==> config.mk <==
export PLATFORM = sky130hd
export DESIGN_NAME = sync_level_fifo_flat
export DESIGN_NICKNAME = d
export VERILOG_FILES = /design/src/rtl/sync_level_fifo_if.sv /design/src/rtl/sync_level_fifo.sv /design/src/flat_wrapper.sv
export SDC_FILE = /design/constraint.sdc
export NUM_CORES = 1
export LEC_CHECK = 0
export CAP_MARGIN = 40
export CORE_MARGIN = 4
export CORE_UTILIZATION = 32
export DETAILED_ROUTE_END_ITERATION = 8
export DONT_BUFFER_PORTS = 1
export HOLD_SLACK_MARGIN = 0.1
export PLACE_DENSITY = 0.55
export RECOVER_POWER = 100
export SYNTH_ARGS = -nofsm -noshare
export SYNTH_HDL_FRONTEND = slang
export SYNTH_SLANG_ARGS = --single-unit
==> constraint.sdc <==
create_clock -name CLK -period 3.1 [get_ports CLK]
set_input_delay 0.465 -clock CLK [delete_from_list [all_inputs] [get_ports CLK]]
set_output_delay 0.465 -clock CLK [all_outputs]
set_load 0.05 [all_outputs]
==> src/rtl/sync_level_fifo_if.sv <==
`default_nettype none
// ============================================================================
// Module      : sync_level_fifo_if
// Description : Write/read handshake, flush and status bundle for sync_level_fifo.
// Revision    : 1.0 - initial release
// ============================================================================
interface sync_level_fifo_if #(
    parameter int WIDTH = 32,
    parameter int AW    = 4
);
    logic             FLUSH;
    logic [WIDTH-1:0] WDATA;
    logic             WVALID;
    logic             WREADY;
    logic [WIDTH-1:0] RDATA;
    logic             RVALID;
    logic             RREADY;
    logic [AW:0]      LEVEL;
    logic             ALMOST_FULL;
    logic             ALMOST_EMPTY;

    modport slave (
        input  FLUSH, WDATA, WVALID, RREADY,
        output WREADY, RDATA, RVALID, LEVEL, ALMOST_FULL, ALMOST_EMPTY
    );

    modport master (
        output FLUSH, WDATA, WVALID, RREADY,
        input  WREADY, RDATA, RVALID, LEVEL, ALMOST_FULL, ALMOST_EMPTY
    );
endinterface
`default_nettype wire

==> src/rtl/sync_level_fifo.sv <==
`default_nettype none
// ============================================================================
// Module      : sync_level_fifo
// Description : Single-clock FWFT FIFO with occupancy level, programmable
//               almost-full/almost-empty flags and synchronous flush.
// Revision    : 1.0 - initial release
// ============================================================================
module sync_level_fifo #(
    parameter int WIDTH        = 32,
    parameter int AW           = 4,
    parameter int AFULL_LEVEL  = (1 << AW) - 1,
    parameter int AEMPTY_LEVEL = 1
) (
    input  logic             CLK,
    input  logic             RESET,
    sync_level_fifo_if.slave bus
);
    localparam int          c_depth  = 1 << AW;
    localparam logic [AW:0] c_full   = (AW+1)'(c_depth);
    localparam logic [AW:0] c_afull  = (AW+1)'(AFULL_LEVEL);
    localparam logic [AW:0] c_aempty = (AW+1)'(AEMPTY_LEVEL);
    localparam logic [AW:0] c_one    = (AW+1)'(1);

    logic [WIDTH-1:0] r_mem [c_depth];
    logic [AW:0]      r_wptr;
    logic [AW:0]      r_rptr;
    logic [AW:0]      r_level;
    logic [WIDTH-1:0] r_rdata;
    logic             r_rvalid;
    logic             r_wready;
    logic             r_afull;
    logic             r_aempty;

    logic [AW:0]      w_level_nxt;
    logic             w_wr;
    logic             w_rd;
    logic             w_load;
    logic             w_arr_empty;
    logic             w_bypass;
    logic             w_mem_we;

    assign w_wr        = bus.WVALID & r_wready;
    assign w_rd        = r_rvalid & bus.RREADY;
    assign w_load      = ~r_rvalid | w_rd;
    // The array holds every counted word except the one in the output register.
    assign w_arr_empty = (r_level == {{AW{1'b0}}, r_rvalid});
    assign w_bypass    = w_load & w_arr_empty & w_wr;
    assign w_mem_we    = w_wr & ~w_bypass & ~RESET & ~bus.FLUSH;

    always_comb begin
        w_level_nxt = r_level;
        if (w_wr && !w_rd) begin
            w_level_nxt = r_level + c_one;
        end else if (!w_wr && w_rd) begin
            w_level_nxt = r_level - c_one;
        end
    end

    always_ff @(posedge CLK) begin
        if (w_mem_we) begin
            r_mem[r_wptr[AW-1:0]] <= bus.WDATA;
        end
    end

    always_ff @(posedge CLK) begin
        if (RESET) begin
            r_wptr   <= '0;
            r_rptr   <= '0;
            r_level  <= '0;
            r_rdata  <= '0;
            r_rvalid <= 1'b0;
            r_wready <= 1'b1;
            r_afull  <= 1'b0;
            r_aempty <= 1'b1;
        end else if (bus.FLUSH) begin
            // RDATA is left untouched; it is don't-care while RVALID is low.
            r_wptr   <= '0;
            r_rptr   <= '0;
            r_level  <= '0;
            r_rvalid <= 1'b0;
            r_wready <= 1'b1;
            r_afull  <= 1'b0;
            r_aempty <= 1'b1;
        end else begin
            r_level  <= w_level_nxt;
            r_wready <= (w_level_nxt < c_full);
            r_afull  <= (w_level_nxt >= c_afull);
            r_aempty <= (w_level_nxt <= c_aempty);
            if (w_wr && !w_bypass) begin
                r_wptr <= r_wptr + c_one;
            end
            if (w_load) begin
                if (!w_arr_empty) begin
                    r_rdata  <= r_mem[r_rptr[AW-1:0]];
                    r_rptr   <= r_rptr + c_one;
                    r_rvalid <= 1'b1;
                end else if (w_wr) begin
                    r_rdata  <= bus.WDATA;
                    r_rvalid <= 1'b1;
                end else begin
                    r_rvalid <= 1'b0;
                end
            end
        end
    end

    assign bus.WREADY       = r_wready;
    assign bus.RDATA        = r_rdata;
    assign bus.RVALID       = r_rvalid;
    assign bus.LEVEL        = r_level;
    assign bus.ALMOST_FULL  = r_afull;
    assign bus.ALMOST_EMPTY = r_aempty;
endmodule
`default_nettype wire

==> src/flat_wrapper.sv <==
// flat-port wrapper written by rule: the top's interface ports become plain ports
module sync_level_fifo_flat 
#(
    parameter int WIDTH        = 32,
    parameter int AW           = 4,
    parameter int AFULL_LEVEL  = (1 << AW) - 1,
    parameter int AEMPTY_LEVEL = 1
)
  (CLK, RESET, bus_FLUSH, bus_WDATA, bus_WVALID, bus_RREADY, bus_WREADY, bus_RDATA, bus_RVALID, bus_LEVEL, bus_ALMOST_FULL, bus_ALMOST_EMPTY);
  sync_level_fifo_if #(.WIDTH(WIDTH), .AW(AW)) bus_i ();
  input  logic CLK;
  input  logic RESET;
  input wire logic [$bits(bus_i.FLUSH)-1:0] bus_FLUSH;
  input wire logic [$bits(bus_i.WDATA)-1:0] bus_WDATA;
  input wire logic [$bits(bus_i.WVALID)-1:0] bus_WVALID;
  input wire logic [$bits(bus_i.RREADY)-1:0] bus_RREADY;
  output wire logic [$bits(bus_i.WREADY)-1:0] bus_WREADY;
  output wire logic [$bits(bus_i.RDATA)-1:0] bus_RDATA;
  output wire logic [$bits(bus_i.RVALID)-1:0] bus_RVALID;
  output wire logic [$bits(bus_i.LEVEL)-1:0] bus_LEVEL;
  output wire logic [$bits(bus_i.ALMOST_FULL)-1:0] bus_ALMOST_FULL;
  output wire logic [$bits(bus_i.ALMOST_EMPTY)-1:0] bus_ALMOST_EMPTY;
  assign bus_i.FLUSH = bus_FLUSH;
  assign bus_i.WDATA = bus_WDATA;
  assign bus_i.WVALID = bus_WVALID;
  assign bus_i.RREADY = bus_RREADY;
  assign bus_WREADY = bus_i.WREADY;
  assign bus_RDATA = bus_i.RDATA;
  assign bus_RVALID = bus_i.RVALID;
  assign bus_LEVEL = bus_i.LEVEL;
  assign bus_ALMOST_FULL = bus_i.ALMOST_FULL;
  assign bus_ALMOST_EMPTY = bus_i.ALMOST_EMPTY;
  sync_level_fifo #(.WIDTH(WIDTH), .AW(AW), .AFULL_LEVEL(AFULL_LEVEL), .AEMPTY_LEVEL(AEMPTY_LEVEL)) u_core (.CLK(CLK), .RESET(RESET), .bus(bus_i));
endmodule
==> results_dict.tcl <==
set metrics [dict create \
    status "finished, final reports clean" \
    dpl_cell_area_um2 23300 \
    grt_overflow_total 0 \
    combPwrFrac_pct 4.4 \
    antenna_found_initial 4 \
    wl_per_cell_um 23.6 \
    num_io_pins 78 \
    maxSlewViolCount 0 \
    path_clk_slew_ns 0.06 \
    routed_via_density 5.08 \
    dieHeight_um 268 \
    min_to "u_core.bus.RVALID$_SDFFE_PP0N_" \
    peakVddDrop_mv 0.428 \
    crit_fanout 17 \
    filler_cell_count 6055 \
    hold_path_startpoint "bus_WVALID" \
    start_util_pct 32.3 \
    rows 95 \
    synth_area_um2 21700 \
    num_vias 10700 \
    pre_cts_ws_ns 0.586 \
    seqPwrFrac_pct 52.5 \
    final-instance-count-excl-fill 2107 \
    critPathBufInv 2 \
    syn-num-nets 1144 \
    crit_path_start_kind "flip-flop" \
    final-hold-violation-count 0 \
    intPower_mw 12.8 \
    fin_util_pct 37.8 \
    final_common_cell "edfxtp_1" \
    setup_viol 0 \
    drc 0 \
    arrival_ns 2.83 \
    cellPowerDensity_nw_per_um2 644 \
    crit_type "reg -> reg" \
    crit_slowest_cell "nor4_1" \
    yosysWarnings 0 \
    ys_seq_elements 565 \
    dieArea_um2 72100 \
    syn_to_final_growth_pct 17.1 \
    clock-sinks 565 \
    die_w_um 268 \
    ys_seq_area_share_pct 75.7 \
    hpwl_mm 28.6 \
    switching_power_mw 3.52 \
    finalCritPeriodShare_pct 83.8 \
    io_buffers 0 \
    place_inst 1961 \
    fin_skew_ns 0.0325 \
    synth_top_area_share_pct 70.8 \
    routed_wl_mm 49.7 \
    path_cells "buf_4 > nor4_1 > a31oi_2 > nand2_1 > nor2_4 > clkbuf_2" \
    async_flop_share_pct 0 \
    r2r.worst_path.cells 6 \
    ant_nets 0 \
    ys.flop_type "edfxtp_1" \
    p_leak_nw 7.68 \
    end_kind "flip-flop" \
    synth_top_cell_by_area "edfxtp_1" \
    final_nets 1227 \
    drt_iter0_drc 770 \
    cts_tree "yes" \
    grt.met1_usage_pct 19.2 \
    synthCells 1100 \
    grt_pass1_wl_mm 74.3 \
    cts_root_buf "clkbuf_16" \
    ctsHtreeMaxLevel 2 \
    cts_setup_buffers 0 \
    layout_common_cells "edfxtp_1 (512), mux4_2 (100), nor2_1 (76)" \
    tns_ns 0 \
    first_global_vias 11300 \
    hp-class "in -> reg" \
    synth_area_per_cell_um2 19.7 \
    cts.path.max_buffers 3 \
    yosysUniqueCellTypes 43 \
    period_needed_ns 2.60 \
    synth.area.top_cells "edfxtp_1 (71%), mux4_2 (10%), dfxtp_1 (4.9%), mux2i_1 (2.7%), mux2_2 (1.5%)" \
    final.setup.worst_slack_ns 0.503 \
    whs_path_depth 2 \
    synth_edf_count 512 \
    cap_violations 0 \
    fmax_ghz 0.385 \
    clkPwrFrac_pct 43.2 \
    place_congestion 0.744 \
    met2_usage_pct 22.1 \
    drt-pass1-iter-count 5 \
    numCtsBuffers 58 \
    required_ns 3.33 \
    r2r_end "u_core.r_mem[1][3]$_DFFE_PP_" \
    cp_slowest_stage_delay_ns 0.63 \
    globalRoute.busiestLayer "met2" \
    path_delay_family "simple AND/OR/NAND/NOR gates" \
    core_um2 67200 \
    grt_max_degree 51 \
    reg2reg_slack_ns 0.50 \
    clk_latency_ns 0.63 \
    rsz0062_at_grt "no" \
    drive_above_1_share_pct 21.8 \
    worst_slew_pin_slew_ns 0.834 \
    swShare_pct 21.5 \
    grt_util_met3_pct 3.08 \
    fin_area_um2 25400 \
    grt_usage_pct 13.8 \
    r2r_start "u_core.bus.LEVEL[3]$_SDFF_PP0_" \
    slew_headroom_pct 44.2 \
]
flip-flops by register name (all words and copies together), names as in the netlist, named ones only:
signal and cells:
u_core.r_rptr 4, u_core.bus.RVALID 1, u_core.bus.ALMOST_FULL 1, u_core.bus.ALMOST_EMPTY 1, u_core.bus.LEVEL 5, u_core.r_mem 512
u_core.bus.RDATA 32, u_core.r_wptr 4, u_core.bus.WREADY 1
synth_stat cells (6+ instances only):
library cell / number
clkbuf_1: 36
buf_2: 7
o21ai_0: 8
nor2b_1: 10
dfxtp_1: 53
nor3_1: 12
buf_4: 9
edfxtp_1: 512
xnor2_1: 6
nand2_1: 12
a221oi_1: 22
mux2_2: 28
buf_1: 8
mux4_2: 100
a211oi_1: 31
nor2_1: 78
mux2i_1: 58
xor2_1: 6
o21a_1: 21
o221ai_1: 32
ha_1: 7
timing repair:
| item | in CTS | in global routing |
|---|---|---|
| hold buffers | 35 | 0 |
| gates resized for setup | 0 | 0 |
| hold endpoints to repair | 547 | 0 |
worst reg2reg max path, delay by kind of cell, from the launching register on:
family                 cells  cell delay [ns]
AND/OR/NAND/NOR            3             0.98
buffers and inverters      2             0.56
flip-flops                 1             0.29
AO/OA/AOI/OAI              1             0.38
power groups by stage:
stage	registers, mW	clock network [mW]	logic [mW]
final	8.59	7.06	0.712
after global routing	8.59	7.54	0.778
after CTS	8.59	7.23	0.734
after detailed placement	8.75	0	0.589
after global placement	8.75	0	0.573
after floorplan	8.73	0	0.434
cell families (layout without fill, tap and decap cells):
kind of cell,Yosys count,in the layout,share of synthesized area [%]
compound gates,131,131,4.76
xor+xnor,12,12,0.484
fa+ha+maj,7,7,0.403
buf+inv,68,200,1.48
flops,565,565,75.7
mux,186,186,14.5
other cells,0,2,0
simple gates,131,131,2.69
metrics by stage:
stage                     power [mW]  hold WS (ns)
after global placement          9.33         0.538
after detailed placement        9.34         0.539
after floorplan                 9.16         0.485
after global routing            16.9         0.153
final                           16.4         0.186
after CTS                       16.6         0.139
final cells by class:
type	instances	area [um^2]	area share [%]
diodes	2	5.00	0.0197
multi-input cells	467	4970	19.6
inverters	5	18.8	0.0738
clock inverters	31	403	1.59
well taps	873	1090	4.30
clock buffers	78	1550	6.08
flip-flops and latches	565	16500	64.7
repair buffers	86	931	3.66
worst max path at each step:
stage | start | end | cells past startpoint
2_1_floorplan | u_core.bus.RVALID$_SDFFE_PP0N_ | u_core.r_mem[3][0]$_DFFE_PP_ | 4
3_3_place_gp | u_core.bus.LEVEL[1]$_SDFF_PP0_ | u_core.r_mem[14][8]$_DFFE_PP_ | 5
3_5_place_dp | u_core.bus.LEVEL[1]$_SDFF_PP0_ | u_core.r_mem[14][11]$_DFFE_PP_ | 5
4_1_cts | u_core.bus.LEVEL[1]$_SDFF_PP0_ | u_core.r_mem[14][28]$_DFFE_PP_ | 5
5_1_grt | u_core.bus.LEVEL[3]$_SDFF_PP0_ | u_core.r_mem[1][15]$_DFFE_PP_ | 6
6_report | u_core.bus.LEVEL[3]$_SDFF_PP0_ | u_core.r_mem[1][3]$_DFFE_PP_ | 6
routing by layer:
metal  routed length, um  up-vias  share of wire [%]
li1                    -     4713                  -
met1               22600     5672                 46
met2               23400      236                 47
met3                2710       84                5.5
met4                 971        2                2.0
met5                  13        -              0.026
Power figures use the tool's default switching activity.
